### config.mk
export PLATFORM = sky130hd
export DESIGN_NAME = mem_port_arbiter
export DESIGN_NICKNAME = d
export VERILOG_FILES = /design/src/rtl/mem_port_arbiter.sv
export SDC_FILE = /design/constraint.sdc
export NUM_CORES = 1
export LEC_CHECK = 0
export ABC_CLOCK_PERIOD_IN_PS = 4470
export CAP_MARGIN = 5
export CORE_MARGIN = 4
export CORE_UTILIZATION = 44
export CTS_CLUSTER_DIAMETER = 120
export DETAILED_ROUTE_END_ITERATION = 8
export GPL_ROUTABILITY_DRIVEN = 0
export PLACE_DENSITY = 0.9
export SYNTH_ARGS = -nofsm -noshare
export SYNTH_HDL_FRONTEND = slang
export SYNTH_SLANG_ARGS = --single-unit
### constraint.sdc
create_clock -name clk -period 4.47 [get_ports clk]
set_input_delay 0.447 -clock clk [delete_from_list [all_inputs] [get_ports clk]]
set_output_delay 0.447 -clock clk [all_outputs]
set_load 0.02 [all_outputs]
### src/rtl/mem_port_arbiter.sv
// Two-master (instruction fetch / load-store) arbiter for the shared memory port.
// Round-robin pick, one transaction in flight, response timeout, registered outputs.
module mem_port_arbiter #(
   parameter int unsigned TIMEOUT = 15
) (
   input  logic        clk,
   input  logic        rst,
   input  logic        if_req,
   input  logic [31:0] if_addr,
   output logic        if_rvalid,
   output logic [31:0] if_rdata,
   output logic        if_err,
   input  logic        ls_req,
   input  logic        ls_wr,
   input  logic [3:0]  ls_mask,
   input  logic [31:0] ls_addr,
   input  logic [31:0] ls_wdata,
   output logic        ls_rvalid,
   output logic [31:0] ls_rdata,
   output logic        ls_err,
   output logic        mem_req,
   output logic        mem_wr,
   output logic [3:0]  mem_mask,
   output logic [31:0] mem_addr,
   output logic [31:0] mem_wdata,
   input  logic        mem_gnt,
   input  logic        mem_rvalid,
   input  logic [31:0] mem_rdata
);

   // state | meaning
   // IDLE  | waiting for a request; round-robin pick on a tie
   // REQ   | mem_req held with stable address/data until mem_gnt
   // RSP   | waiting for mem_rvalid while the timeout counter runs
   // DONE  | one-cycle completion pulse to the owner; requests not sampled

   typedef enum logic [1:0] {IDLE, REQ, RSP, DONE} state_t;

   localparam logic       OWN_IF = 1'b0;
   localparam logic       OWN_LS = 1'b1;
   localparam logic [7:0] TO_LIM = 8'(TIMEOUT);

   state_t      state_q, state_d;
   logic        owner_q, owner_d;
   logic        last_q, last_d;
   logic [7:0]  cnt_q, cnt_d;

   logic        mem_req_d, mem_wr_d;
   logic [3:0]  mem_mask_d;
   logic [31:0] mem_addr_d, mem_wdata_d;
   logic        if_rvalid_d, if_err_d, ls_rvalid_d, ls_err_d;
   logic [31:0] if_rdata_d, ls_rdata_d;

   logic        pick_ls;
   logic        rsp_end;
   logic [31:0] rsp_data;

   // LS wins only when IF is absent or IF was served last.
   assign pick_ls  = ls_req & (~if_req | (last_q == OWN_IF));
   assign rsp_end  = mem_rvalid | (cnt_q == TO_LIM);
   // Stores return zero; a timeout (no mem_rvalid) also returns zero.
   assign rsp_data = (mem_rvalid & mem_wr) ? mem_rdata : 32'h0;

   // Next-state and next-output computation.
   always_comb begin
      state_d     = state_q;
      owner_d     = owner_q;
      last_d      = last_q;
      cnt_d       = cnt_q;
      mem_req_d   = mem_req;
      mem_wr_d    = mem_wr;
      mem_mask_d  = mem_mask;
      mem_addr_d  = mem_addr;
      mem_wdata_d = mem_wdata;
      if_rvalid_d = 1'b0;
      if_rdata_d  = if_rdata;
      if_err_d    = if_err;
      ls_rvalid_d = 1'b0;
      ls_rdata_d  = ls_rdata;
      ls_err_d    = ls_err;

      case (state_q)
         IDLE: begin
            if (if_req | ls_req) begin
               owner_d   = pick_ls;
               mem_req_d = 1'b1;
               state_d   = REQ;
               if (pick_ls) begin
                  mem_wr_d    = ls_wr;
                  mem_mask_d  = ls_wr ? 4'b1111 : ls_mask;
                  mem_addr_d  = ls_addr;
                  mem_wdata_d = ls_wdata;
               end else begin
                  mem_wr_d    = 1'b1;
                  mem_mask_d  = 4'b1111;
                  mem_addr_d  = if_addr;
                  mem_wdata_d = 32'h0;
               end
            end
         end
         REQ: begin
            if (mem_gnt) begin
               mem_req_d = 1'b0;
               cnt_d     = 8'd0;
               state_d   = RSP;
            end
         end
         RSP: begin
            if (rsp_end) begin
               state_d = DONE;
               if (owner_q == OWN_LS) begin
                  ls_rvalid_d = 1'b1;
                  ls_rdata_d  = rsp_data;
                  ls_err_d    = ~mem_rvalid;
               end else begin
                  if_rvalid_d = 1'b1;
                  if_rdata_d  = rsp_data;
                  if_err_d    = ~mem_rvalid;
               end
            end else begin
               cnt_d = cnt_q + 8'd1;
            end
         end
         DONE: begin
            last_d     = owner_q;
            if_rdata_d = 32'h0;
            if_err_d   = 1'b0;
            ls_rdata_d = 32'h0;
            ls_err_d   = 1'b0;
            state_d    = IDLE;
         end
         default: state_d = IDLE;
      endcase
   end

   // State and output registers with synchronous reset.
   always_ff @(posedge clk) begin
      if (rst) begin
         state_q   <= IDLE;
         owner_q   <= OWN_IF;
         last_q    <= OWN_LS;
         cnt_q     <= 8'd0;
         mem_req   <= 1'b0;
         mem_wr    <= 1'b0;
         mem_mask  <= 4'b0000;
         mem_addr  <= 32'h0;
         mem_wdata <= 32'h0;
         if_rvalid <= 1'b0;
         if_rdata  <= 32'h0;
         if_err    <= 1'b0;
         ls_rvalid <= 1'b0;
         ls_rdata  <= 32'h0;
         ls_err    <= 1'b0;
      end else begin
         state_q   <= state_d;
         owner_q   <= owner_d;
         last_q    <= last_d;
         cnt_q     <= cnt_d;
         mem_req   <= mem_req_d;
         mem_wr    <= mem_wr_d;
         mem_mask  <= mem_mask_d;
         mem_addr  <= mem_addr_d;
         mem_wdata <= mem_wdata_d;
         if_rvalid <= if_rvalid_d;
         if_rdata  <= if_rdata_d;
         if_err    <= if_err_d;
         ls_rvalid <= ls_rvalid_d;
         ls_rdata  <= ls_rdata_d;
         ls_err    <= ls_err_d;
      end
   end

endmodule

[Yosys cells after proc, flatten, opt, wreduce, memory -nomap -nowiden]
Index checks and enable logic that the tools add are counted.
Storage, ports and cells
  word-level logic and storage cells: 77
  output and inout bits: 138
  bits in registers: 150
  bits of input ports: 139
Operators by class
  $add $sub $neg: 1
  bitwise logic cells: 10
  equality and inequality tests: 10
  multiplexer cells: 30
  reductions and logical operators: 11
Operator list (count)
  $mux W32: 7
  $pmux W32 S2: 2
  $mux W8: 2
  $pmux W8 S2: 1
  $reduce_and A3 Y1: 5
  $ne A2 B2 Y1 const B: 6
  $mux W1: 9
  $add A8 B1 Y8 const B: 1
  $eq A8 B4 Y1 const B: 1
  $mux W4: 2
  $pmux W2 S4: 1
  $mux W2: 3
  $pmux W1 S2: 3
  $reduce_bool A2 Y1: 3
  $not A1 Y1: 5
  $eq A2 B2 Y1 const B: 2
  $or A1 B1 Y1: 3
  $reduce_or A3 Y1: 1
  $and A1 B1 Y1: 2
  $eq A2 B1 Y1 const B: 1
  $logic_not A2 Y1: 1
  $reduce_and A2 Y1: 1

[Longest topological paths before layout]
  depth after elaboration: 5
  mapped depth: 7
  gate-level depth less buffers: 6

[Worst setup path after synthesis]
Ideal clock, no wire load.
  path kind: reg-to-reg
  start: register state_q[0]
  end: register cnt_q[0]
  path slack: 2.800 ns
  buffers on the path: 1
  data arrival time: 1.549 ns
  period minus slack after synthesis: 1.670 ns
  library setup time: 0.121 ns
  cell stages (with the launch flop): 8
  data required time: 4.349 ns
  cell sequence: dfxtp_1 -> inv_1 -> ha_1 -> and2b_1 -> o211ai_4 -> and2_1 -> buf_4 -> mux2_2
Between the ends
  longest elaborated chain between the ends: 3
  elaborated cells on any way between the ends: 7
  those cells by class: eq/ne: 4; mux: 1; reduce/logical: 2
RTL lines
  from (decl): RTL line 43  | state_t state_q, state_d;
  from (signal assigned): RTL line 155  | state_q <= state_d;
  $eq A2 B2 Y1 / $eq A2 B1 Y1 (equally long branches): RTL line 82  | case (state_q)
  $ne A2 B2 Y1 (no line) / $reduce_bool A2 Y1 (equally long branches)
  $reduce_and A3 Y1 (no line)
  to (signal assigned): RTL line 158  | cnt_q <= cnt_d;
  to (decl): RTL line 46  | logic [7:0] cnt_q, cnt_d;
Parallel ways exist; a longest one is shown, timed or not.
A chain may end at the register's enable or synchronous reset.

[Worst setup path in the final report]
  start: register state_q[1]
  end: register mem_addr[17]
Between the ends
  longest elaborated chain between the ends: 2
RTL lines
  $logic_not A2 Y1: RTL line 82
  $reduce_and A2 Y1 (no line)
  to (signal assigned): RTL line 162  | mem_addr <= mem_addr_d;
  to (decl): RTL line 24  | output logic [31:0] mem_addr,
No other way between the ends.

==> flow_summary_export.csv <==
group,metric,value,unit
worst_setup_path,reg2regPathDepth,6,
timing,setup_slack,2.09,ns
detailed_routing,wirelength,17600,um
worst_setup_path,crit_arrival,2.69,ns
worst_setup_path,critPathBufInv,2,
synthesis,avgSynthCellArea,10.1,um2
synthesis,synth_area_leaders,"dfxtp_1 53%, mux2i_1 6.0%, a32o_1 5.8%",
grt,grt_pass1_vias,5356,
cells_and_area,final_nets,956,
detailed_routing,detail-route-antenna-nets,0,
clock_tree,cts_sinks,150,
die,core_area,12600,um2
clock_tree,cts-root-buf,"clkbuf_16",
synthesis,synthCells,559,
timing,setup_viol,0,
grt,grt_pass1_wl,26800,um
cells_and_area,final_cells,997,
synthesis,yosys.area.top_type,"dfxtp_1",
power,swShare,0.337,
placement,dp.final_hpwl,13000,um
worst_setup_path,reg2reg_slack,2.09,ns
placement,dp_cells,965,
status,status,"finished, final reports clean",
timing,grt_setup_unrepaired,"false",
timing,skew,0.00873,ns
detailed_routing,drt-vias-per-instance,5.39,
timing,fin_crit_sh,0.532,
cells_and_area,drive_gt1_frac,0.0655,
timing,tightest_slew,1.32,ns
detailed_routing,drtPass1Iterations,5,
clock_tree,post_cts.repair.setup_buffers,0,
clock_tree,holdBufCountCts,0,
worst_hold_path,holdPathEnd,"if_rdata[11]",
worst_setup_path,crit_type,"reg -> reg",
grt,antenna_found_initial,1,
power,p_seq_frac,0.364,
worst_setup_path,end_kind,"flip-flop",
die,std_cell_rows,41,
worst_hold_path,hold_path_class,"reg -> reg",
worst_setup_path,crit_fanout,36,
worst_hold_path,hold_depth,1,
die,start_util,0.448,
cells_and_area,mostFrequentLayoutCell,"clkdlybuf4s50_1",
clock_tree,cts-resized-gates,0,
detailed_routing,wl_per_cell,17.7,um
clock_tree,tritoncts,"built",
worst_setup_path,worstSetupStartpointType,"flip-flop",
synthesis,ys_types,43,
cells_and_area,area_delta_synth_final,60.8,%
worst_setup_path,required,4.78,ns
timing,period_needed,2.38,ns
cells_and_area,antennaDiodeCount,0,
power,power_per_cell_area,501,nW/um2
power,peakVddDrop,0.000416,V
placement,port_buffers,276,
clock_tree,clock_path_buffers,2,
clock_tree,clk_latency,0.42,ns
timing,max_slew_margin,0.118,
synthesis,netlist.area_leader.share,0.532,
timing,fmax,421,MHz
synthesis,yosysSeqAreaShare,0.532,
clock_tree,clkTransAtPathRegs,0.06,ns
power,p_leak,3.30,nW
detailed_routing,vias,5374,
worst_setup_path,cp_slowest_stage_delay,0.70,ns
cells_and_area,final_area,9080,um2
cells_and_area,fill_cells,890,
grt,grt_overflow,0,
worst_setup_path,critPathTopFamily,"simple AND/OR/NAND/NOR gates",
worst_setup_path,crit_path_cell_trace,"inv_1 > ha_1 > nor2b_4 > buf_4 > nor2_1 > a211oi_1",
synthesis,yosysWarnings,0,
detailed_routing,initialDrtViolationCount,397,
power,p_comb_frac,0.320,
worst_setup_path,worstReg2RegStart,"state_q[1]",
worst_setup_path,r2r_end,"mem_addr[17]",
timing,slew_violations,0,
clock_tree,htreeDepth,4,
placement,dpl_cell_area,8480,um2
cells_and_area,multi_input_area,2430,um2
placement,place_ws,1.73,ns
worst_setup_path,crit_path_top_delay_cell,"nor2b_4",
grt,grt_start_max_net_pins,83,
timing,setup-tns-final,0,ns
synthesis,syn_area,5650,um2
die,die_area,14700,um2
job,max_cap_viol_count,0,
cells_and_area,final_cell_mix,"275 x clkdlybuf4s50_1, 150 x dfxtp_1, 82 x nor2_1, 38 x nand2_1",
power,power.switching,0.00153,W
power,pwr-share-clk,0.316,
synthesis,syn-num-nets,703,
timing,hold_violations,0,
cells_and_area,regArea,3000,um2
clock_tree,cts_buffers,17,
detailed_routing,route.detailed.drc,0,
die,die_w,121,um
power,p_int,0.00302,W
die,die_h,121,um
worst_hold_path,hold_start,"if_rdata[11]",
synthesis,ys_seq_elements,150,
die,io_pins,277,
grt,grt_usage,0.228,
-- worst max-delay path by stage --
stage	start	to	slack, ns	cells past startpoint
floorplan	state_q[0]	cnt_q[0]	2.80	7
global placement	if_req	mem_addr[13]	1.94	6
detailed placement	if_req	mem_addr[17]	1.73	6
CTS	state_q[1]	mem_addr[17]	2.09	6
global route	state_q[1]	mem_addr[17]	1.87	6
finish	state_q[1]	mem_addr[17]	2.09	6
-- Yosys cell counts, drive strengths merged --
| library cell | n |
|---|---|
| nor2 | 83 |
| nor2b | 1 |
| a21o | 2 |
| a22oi | 32 |
| or4 | 1 |
| a22o | 1 |
| o21bai | 1 |
| and2b | 1 |
| mux2 | 1 |
| buf | 16 |
| a21oi | 6 |
| o21ai | 13 |
| nand2b | 5 |
| a32o | 33 |
| and2 | 2 |
| inv | 5 |
| clkbuf | 33 |
| nand3 | 5 |
| dfxtp | 150 |
| a211oi | 34 |
| a31oi | 1 |
| a21boi | 2 |
| nor3b | 5 |
| o211ai | 1 |
| o22a | 6 |
| ha | 5 |
| nor4 | 1 |
| mux2i | 34 |
| nor3 | 6 |
| nand2 | 38 |
| and3 | 2 |
| nand4 | 1 |
| o2bb2ai | 32 |
-- power groups by stage --
stage / Clock [W] / Combinational [W] / Sequential, W
2_1_floorplan: 0 / 0.000601 / 0.00188
3_3_place_gp: 0 / 0.00142 / 0.00167
3_5_place_dp: 0 / 0.00146 / 0.00168
4_1_cts: 0.00145 / 0.00146 / 0.00165
5_1_grt: 0.00151 / 0.00157 / 0.00168
6_report: 0.00144 / 0.00146 / 0.00165
-- logic make-up after synthesis --
| logic type | share of synthesized area |
|---|---|
| compound gates | 0.238 |
| simple gates | 0.114 |
| flops | 0.532 |
| buf+inv | 0.0434 |
| mux | 0.0622 |
| fa+ha+maj | 0.0111 |
-- layout make-up --
class / instances / area share
multi-input combinational: 355 / 0.268
clock inverter: 14 / 0.0182
timing repair buffer: 283 / 0.309
tap: 172 / 0.0237
sequential: 150 / 0.331
inverter: 5 / 0.00207
clock buffer: 18 / 0.0484
-- registers in the layout, summed over array words and instances (netlist names) --
name / count
last_q: 1
mem_req: 1
mem_mask: 4
mem_wr: 1
if_rdata: 32
if_rvalid: 1
ls_err: 1
owner_q: 1
ls_rdata: 32
mem_wdata: 32
if_err: 1
ls_rvalid: 1
mem_addr: 32
cnt_q: 8
state_q: 2
-- metrics by stage --
step	util	total power [W]	hold slack, ns
2_1_floorplan	-	0.00248	0.436
3_3_place_gp	0.672	0.00308	0.446
3_5_place_dp	0.672	0.00314	0.446
4_1_cts	0.720	0.00457	0.465
5_1_grt	0.720	0.00476	0.475
6_report	0.720	0.00455	0.459
-- layer usage --
metal	GRT usage	share of wire	up-vias
met5	0	0.00045	-
met3	0.0830	0.10	30
met2	0.397	0.50	270
met4	0.0903	0.024	2
li1	-	-	2582
met1	0.252	0.38	2490
Note: power is estimated with default switching activity, not from simulation.
